--- config.mk ---
export PLATFORM = sky130hd
export DESIGN_NAME = call_return_ctrl
export DESIGN_NICKNAME = d
export VERILOG_FILES = /design/src/rtl/risc_pkg.sv /design/src/rtl/call_return_ctrl.sv
export SDC_FILE = /design/constraint.sdc
export NUM_CORES = 1
export LEC_CHECK = 0
export ABC_CLOCK_PERIOD_IN_PS = 2900
export CORE_AREA = 5 5 88 90
export CTS_BUF_LIST = sky130_fd_sc_hd__clkbuf_16
export CTS_CLUSTER_DIAMETER = 30
export DETAILED_ROUTE_END_ITERATION = 10
export DIE_AREA = 0 0 93 95
export DONT_BUFFER_PORTS = 1
export PLACE_DENSITY = 0.81
export SETUP_SLACK_MARGIN = 0.2
export SLEW_MARGIN = 20
export SYNTH_ARGS = -nofsm -noshare
export SYNTH_HDL_FRONTEND = slang
export SYNTH_SLANG_ARGS = --single-unit
--- constraint.sdc ---
create_clock -name clk -period 2.9 [get_ports clk]
set_clock_uncertainty 0.2 [all_clocks]
set_input_delay 0.145 -clock clk [delete_from_list [all_inputs] [get_ports clk]]
set_output_delay 0.145 -clock clk [all_outputs]
set_load 0.005 [all_outputs]
--- src/rtl/risc_pkg.sv ---
// risc_pkg: shared call/return controller state encoding and datapath defaults.
package risc_pkg;
  localparam int RISC_DATA_W = 32;
  localparam int RISC_DEPTH  = 64;
  localparam logic [1:0] S_IDLE     = 2'd0;
  localparam logic [1:0] S_POP_REQ  = 2'd1;
  localparam logic [1:0] S_POP_WAIT = 2'd2;
endpackage

--- src/rtl/call_return_ctrl.sv ---
// call_return_ctrl: turns CALL/RET requests into stack push/pop strobes and PC redirects,
// tracking depth and stalling the control unit while a pop is in flight.
module call_return_ctrl
  import risc_pkg::*;
#(
  parameter  int DATA_W = RISC_DATA_W,
  parameter  int DEPTH  = RISC_DEPTH,
  localparam int CNT_W  = $clog2(DEPTH + 1)
) (
  input  logic              clk,
  input  logic              rst_n,
  input  logic              call,
  input  logic              ret,
  input  logic [DATA_W-1:0] pc,
  input  logic [DATA_W-1:0] target,
  output logic              busy,
  output logic              next_pc_valid,
  output logic [DATA_W-1:0] next_pc,
  output logic              stack_write,
  output logic              stack_read,
  output logic [DATA_W-1:0] stack_data_in,
  input  logic [DATA_W-1:0] stack_data_out,
  output logic [CNT_W-1:0]  depth,
  output logic              overflow,
  output logic              underflow
);
  logic [1:0]        r_state;
  logic              r_busy, r_npv, r_write, r_read, r_ovf, r_unf;
  logic [DATA_W-1:0] r_next_pc, r_sdi;
  logic [CNT_W-1:0]  r_depth;
  logic              w_full, w_empty;
  assign w_full  = r_depth == CNT_W'(DEPTH);
  assign w_empty = r_depth == '0;
  always_ff @(posedge clk or negedge rst_n) begin
    if (!rst_n) begin
      r_state   <= S_IDLE;
      r_busy    <= 1'b0;
      r_npv     <= 1'b0;
      r_write   <= 1'b0;
      r_read    <= 1'b0;
      r_ovf     <= 1'b0;
      r_unf     <= 1'b0;
      r_next_pc <= '0;
      r_sdi     <= '0;
      r_depth   <= '0;
    end else begin
      r_write <= 1'b0;
      r_read  <= 1'b0;
      r_npv   <= 1'b0;
      if (r_state == S_POP_REQ) begin
        r_state <= S_POP_WAIT;
      end else if (r_state == S_POP_WAIT) begin
        // Stack word popped by the previous read strobe is on data_out now
        r_state   <= S_IDLE;
        r_busy    <= 1'b0;
        r_next_pc <= stack_data_out;
        r_npv     <= 1'b1;
      end else if (r_state != S_IDLE) begin
        r_state <= S_IDLE;
      end else if (call) begin
        if (w_full) r_ovf <= 1'b1;
        else begin
          r_write   <= 1'b1;
          r_sdi     <= pc + DATA_W'(1);
          r_next_pc <= target;
          r_npv     <= 1'b1;
          r_depth   <= r_depth + CNT_W'(1);
        end
      end else if (ret) begin
        if (w_empty) r_unf <= 1'b1;
        else begin
          r_read  <= 1'b1;
          r_busy  <= 1'b1;
          r_depth <= r_depth - CNT_W'(1);
          r_state <= S_POP_REQ;
        end
      end
    end
  end
  assign busy          = r_busy;
  assign next_pc_valid = r_npv;
  assign next_pc       = r_next_pc;
  assign stack_write   = r_write;
  assign stack_read    = r_read;
  assign stack_data_in = r_sdi;
  assign depth         = r_depth;
  assign overflow      = r_ovf;
  assign underflow     = r_unf;
endmodule

==> results of run 1 <==
==> through the flow <==
| step | setup WS (ns) | utilization | cell area, sq um |
|---|---|---|---|
| after global placement | 0.7015 | 0.5801 | 4050 |
| after detailed placement | 0.6076 | 0.5801 | 4050 |
| after floorplan | 0.7914 | - | 3971 |
==> cell families after synthesis <==
kind of cell               after synthesis
buffers and inverters                   27
xor gates and xnor gates                35
AOI/OAI and AO/OA                       83
DFF                                     79
and+or+nand+nor                        175
adders and majority gates               11
muxes                                    7
==> results.txt, run 1 <==
----------------------------------------------------
[Clock network]
  TritonCTS Sinks ... 79
  TritonCTS Buffers ... 9
  Number of buffers on the longest clock path ... 2
  Number of gates resized after CTS ... 0
  H-tree level count ... 3
  Clock root buffer ... sky130_fd_sc_hd__clkbuf_16
  Hold_buf cts ... between 100 and 150
  Post-CTS Repair Setup Buffers ... 0

[Yosys]
  Async S/R FF share, synth ... 1.000
  Yosys cell types ... 42
  Ys flop type ... sky130_fd_sc_hd__dfrtp_1
  Most instantiated library cell after synthesis ... sky130_fd_sc_hd__nand2_1
  Combinational family with the most area after synthesis ... simple AND/OR/NAND/NOR gates
  Total of flip-flops plus latches after synthesis ... just under 80
  Top area cells in the synthesized netlist ... sky130_fd_sc_hd__dfrtp_1 (50%), sky130_fd_sc_hd__nand2_1 (11%), sky130_fd_sc_hd__a22oi_1 (6.0%), sky130_fd_sc_hd__xor2_1 (4.2%), sky130_fd_sc_hd__o21ai_0 (3.5%)
  Post-synthesis cell count ... approximately 420
  Mux cell area share after synthesis ... 0.01953
  Share of the synthesized area in compound gates (AO/OA/AOI/OAI) ... 0.1371
  Area leader, netlist ... sky130_fd_sc_hd__dfrtp_1
  Parity-gate share of the synthesized area counting xor and xnor cells ... 0.07719
  Mean Syn Cell Area ... between 9 and 10 sq um
  Post-synth top area share ... 0.4978
  Simple-gate area share of the yosys netlist ... 0.2045
  Post-Synthesis Net Count ... 528
  Count of flip-flops with a built-in enable after synthesis ... 0
  Top cell types by occurrence after synthesis ... sky130_fd_sc_hd__nand2_1 (115), sky130_fd_sc_hd__dfrtp_1 (79), sky130_fd_sc_hd__a22oi_1 (32)
  Area share of fa/ha/maj cells after synthesis ... 0.03655
  Synth warnings ... 0
  Part of the Yosys area used for sequential elements ... 0.4978
  Area of the mapped netlist ... 0.003971 sq mm

[Run status]
  Run status ... did not finish
  Last stage reached ... clock tree synthesis
  Run-stopping error ... [ERROR RSZ-0060] Max buffer count reached.

[Placement]
  Post-placement cell count ... a little under 500
  Routability Congestion ... between 0.8 and 0.9
  Port Buffer Count ... 0
  HPWL after DPL ... roughly 6.8 mm

[Floorplan]
  Starting utilization of the core area ... 0.5688
  Die width ... just over 90 microns
  Top Ports ... 177
  Die height ... around 95 microns
  Standard-cell rows ... 31

----------------------------------------------------
==> run 2: changes to the inputs <==
==> config.mk (replaced) <==
export PLATFORM = sky130hd
export DESIGN_NAME = call_return_ctrl
export DESIGN_NICKNAME = d
export VERILOG_FILES = /design/src/rtl/risc_pkg.sv /design/src/rtl/call_return_ctrl.sv
export SDC_FILE = /design/constraint.sdc
export NUM_CORES = 1
export LEC_CHECK = 0
export ABC_CLOCK_PERIOD_IN_PS = 2900
export CORE_AREA = 5 5 106 108
export DETAILED_ROUTE_END_ITERATION = 10
export DIE_AREA = 0 0 111 113
export DONT_BUFFER_PORTS = 1
export PLACE_DENSITY_LB_ADDON = 0.15
export SLEW_MARGIN = 20
export SYNTH_ARGS = -nofsm -noshare
export SYNTH_HDL_FRONTEND = slang
export SYNTH_SLANG_ARGS = --single-unit
==> results.txt, run 2 <==
----------------------------------------------------
[Global routing]
  Remaining Overflow, GRT ... 0
  First-pass GRT wire length ... ~19 mm
  Number of antenna violations at the first check in global routing ... 0
  Largest net degree at the start of global routing ... 80
  Overall fraction of global-route tracks in use ... 0.1856
  Vias in the first global route ... between 3000 and 4000

[Timing]
  Worst hold-check slack ... between 0.015 and 0.02 ns
  Max_slew headroom ... 0.5208
  Final setup viols ... 0
  Total negative slack ... 0 ns
  Slew at the pin closest to its max-slew limit ... approximately 0.7 ns
  Final slew viol count ... 0
  Fmax ... 375.0 MHz
  Share of the clock period used by the worst path after layout ... 0.9195
  Final Hold Viols ... 0
  Minimum period implied by the final worst setup slack ... about 2.7 ns
  Setup repair after global routing missed its margin ... no

[Critical path]
  Reg-to-reg slack, setup ... 0.23 ns
  Highest-delay cell along the critical path ... sky130_fd_sc_hd__dlygate4sd3_1
  Worst reg2reg startpoint ... depth[2]$_DFFE_PN0P_
  Maximum fanout along the worst path ... 33
  Crit path arrival time ... between 2 and 3 ns
  Data required time at the worst endpoint ... roughly 2.9 ns
  Class of the most critical setup path ... register to register
  Startpoint type of the worst setup path ... register
  Cells on worst reg2reg path ... 7
  Destination of the worst register-to-register timing path ... next_pc[6]$_DFFE_PN0P_
  Cells along the critical path ... nor4_4, a31oi_2, nor3b_4, buf_6, a22oi_1, dlygate4sd3_1, nand2_1
  Delay of the slowest cell on the worst path ... 0.60 ns
  Capturing element type of the critical path ... register

[Hold path]
  Hold path endpoint ... stack_data_in[30]$_DFFE_PN0P_
  Depth of the worst hold-timing path ... 5
  Start point of the worst min-delay path ... pc[28]
  Tightest Hold Check Type ... input pin to register

[Finish]
  Area of all placed cells without fillers ... approximately 0.0055 sq mm
  Filler cells ... between 800 and 900
  Commonest non-fill, non-tap cell in the layout ... sky130_fd_sc_hd__nand2_1
  Highest-count cells in the layout ignoring fill and taps ... sky130_fd_sc_hd__nand2_1 (115), sky130_fd_sc_hd__dlygate4sd3_1 (109), sky130_fd_sc_hd__dfrtp_1 (79)
  Area growth syn-to-layout ... 38.47%
  Final-stage net count ... 636
  Fraction of layout cells with a size suffix above 1 ... 0.06792
  Final antenna diode count ... 0

[Clock network]
  TritonCTS Sinks ... 79 (unchanged)
  Clock root buffer ... sky130_fd_sc_hd__clkbuf_8
  Number of buffers on the longest clock path ... 2 (unchanged)
  H-tree level count ... 3 (unchanged)
  Clock transition at the registers of the reported paths ... around 0.090 ns
  CTS tree ... yes
  Post-CTS Repair Setup Buffers ... 0 (unchanged)
  TritonCTS Buffers ... 9 (unchanged)
  Source-to-sink clock delay at the later pin of the worst-skew pair ... about 0.35 ns

[Detailed routing]
  DRC violation count after routing ... 0
  Via count ... 3482
  Number of detailed-route iterations in the first pass ... 4
  Routed WL per cell ... between 15 and 20 microns
  Routed vias/inst ... between 5 and 6
  Detail Route Antenna Nets ... 0
  Number of DRC violations after detailed-routing iteration 0 ... around 160
  Detailed-route wire length ... ~12 mm

[Power]
  Power per cell area ... 912.9 mW/mm^2
  Max IR drop VDD ... 0.3964 mV
  Logic pwr share ... 0.388
  Switching power ... 1942 uW
  Power after layout ... 5020 uW
  Fraction of power consumed by sequential logic ... 0.424
  Relative contribution of the clock network to total power ... 0.188
  Lkg Pwr ... between 0.002 and 0.0025 uW
  Net switching fraction of the power ... 0.3868
  Internal power component ... between 3000 and 4000 uW

[Placement]
  DP Area ... 0.004130 sq mm (+2.0%)
  Routability Congestion ... 0.7697 (-7.0%)
  Port Buffer Count ... 0 (unchanged)
  HPWL after DPL ... 7.105 mm (+4.6%)

[Floorplan]
  Area of the placeable core ... ~0.010 sq mm
  Standard-cell rows ... 37 (+19%)
  Die height ... 113 microns (+19%)
  Top Ports ... 177 (unchanged)
  Starting utilization of the core area ... 0.3917 (-0.1771)
  DIE AREA ... about 0.013 sq mm
  Die width ... 111 microns (+19%)

[Yosys]
  Async S/R FF share, synth ... 1.000 (unchanged)
  Post-Synthesis Net Count ... 528 (unchanged)
  Top cell types by occurrence after synthesis ... sky130_fd_sc_hd__nand2_1 (115), sky130_fd_sc_hd__dfrtp_1 (79), sky130_fd_sc_hd__a22oi_1 (32)
  Part of the Yosys area used for sequential elements ... 0.4978 (unchanged)
  Area of the mapped netlist ... 0.003971 sq mm (unchanged)
  Area leader, netlist ... sky130_fd_sc_hd__dfrtp_1
  Post-synthesis cell count ... 417 (unchanged)
  Most instantiated library cell after synthesis ... sky130_fd_sc_hd__nand2_1
  Total of flip-flops plus latches after synthesis ... 79 (unchanged)
  Ys flop type ... sky130_fd_sc_hd__dfrtp_1
  Mean Syn Cell Area ... 9.524 sq um (unchanged)
  Synth warnings ... 0 (unchanged)
  Yosys cell types ... 42 (unchanged)
  Count of flip-flops with a built-in enable after synthesis ... 0 (unchanged)
  Top area cells in the synthesized netlist ... sky130_fd_sc_hd__dfrtp_1 (50%), sky130_fd_sc_hd__nand2_1 (11%), sky130_fd_sc_hd__a22oi_1 (6.0%), sky130_fd_sc_hd__xor2_1 (4.2%), sky130_fd_sc_hd__o21ai_0 (3.5%)
  Post-synth top area share ... 0.4978 (unchanged)

[Flow run]
  Number of violations of the max-capacitance limit ... 0

[Run status]
  Run status ... finished, final reports clean

----------------------------------------------------
run 2: logic make-up (layout without fill, tap and decap cells):
group / count (synthesis) / in the layout / share of synthesized area
buffers and inverters: 27 / 140 / 0.02741
AND/OR/NAND/NOR: 175 / 175 / 0.2045
XOR/XNOR: 35 / 35 / 0.07719
flip-flops: 79 / 79 / 0.4978
AO/OA/AOI/OAI: 83 / 83 / 0.1371
adder cells (fa/ha/maj): 11 / 11 / 0.03655
multiplexers: 7 / 7 / 0.01953
run 2: timing repair:
item                                    CTS  global route
resized for setup                         0             3
hold buffers                            110             0
endpoints found under the setup margin    0            32
hold endpoints to repair                147             0
run 2: power groups by stage:
stage               combinational (uW)  sequential, uW  clock, uW
finish                            1950            2130        946
global route                      2200            2190       1030
CTS                               1900            2120        977
detailed placement                1540            2140          0
global placement                  1480            2140          0
floorplan                         1230            1970          0
run 2: worst max-delay path by stage:
stage                      startpoint                      end  slack, ns  cells after the start
6_report         depth[2]$_DFFE_PN0P_   next_pc[6]$_DFFE_PN0P_       0.23                      7
3_3_place_gp     depth[2]$_DFFE_PN0P_     depth[2]$_DFFE_PN0P_       0.65                      5
4_1_cts        r_state[0]$_DFFE_PN0P_   next_pc[6]$_DFFE_PN0P_       0.11                      9
2_1_floorplan    depth[0]$_DFFE_PN0P_     depth[6]$_DFFE_PN0P_       0.79                      6
5_1_grt        r_state[0]$_DFFE_PN0P_  next_pc[27]$_DFFE_PN0P_       0.04                      9
3_5_place_dp     depth[2]$_DFFE_PN0P_     depth[2]$_DFFE_PN0P_       0.60                      5
run 2: area by class of cell:
class,count,area [sq um],area share
multi-input combinational,311,1918,0.3488
clock inverter,5,80.08,0.01456
tap,136,170.2,0.03094
timing repair buffer,114,1165,0.2118
clock buffer,11,151.4,0.02753
sequential,79,1977,0.3595
inverter,10,37.54,0.006826
run 2: worst max-delay path, delay by kind of cell (launching register included):
| family | cells | cell delay [ns] |
|---|---|---|
| buf+inv | 2 | 0.79 |
| simple gates | 3 | 0.64 |
| flops | 1 | 0.46 |
| compound gates | 2 | 0.44 |
run 2: through the flow:
stage	worst slack, ns	std cells	utilization
final	0.2336	666	0.5424
after global routing	0.03550	666	0.5424
after floorplan	0.7914	417	-
after CTS	0.1139	666	0.5405
after global placement	0.6540	540	0.4074
after detailed placement	0.6029	540	0.4074
run 2: layer usage:
metal  GRT usage  vias up  wire length, microns
li1            -     1651                     -
met5           0        -                     0
met2      0.3188      171                  5641
met4     0.06486        0                   213
met1      0.2124     1642                  4689
met3     0.07112       18                  1177
No activity file was read; power rests on OpenSTA's default activity.
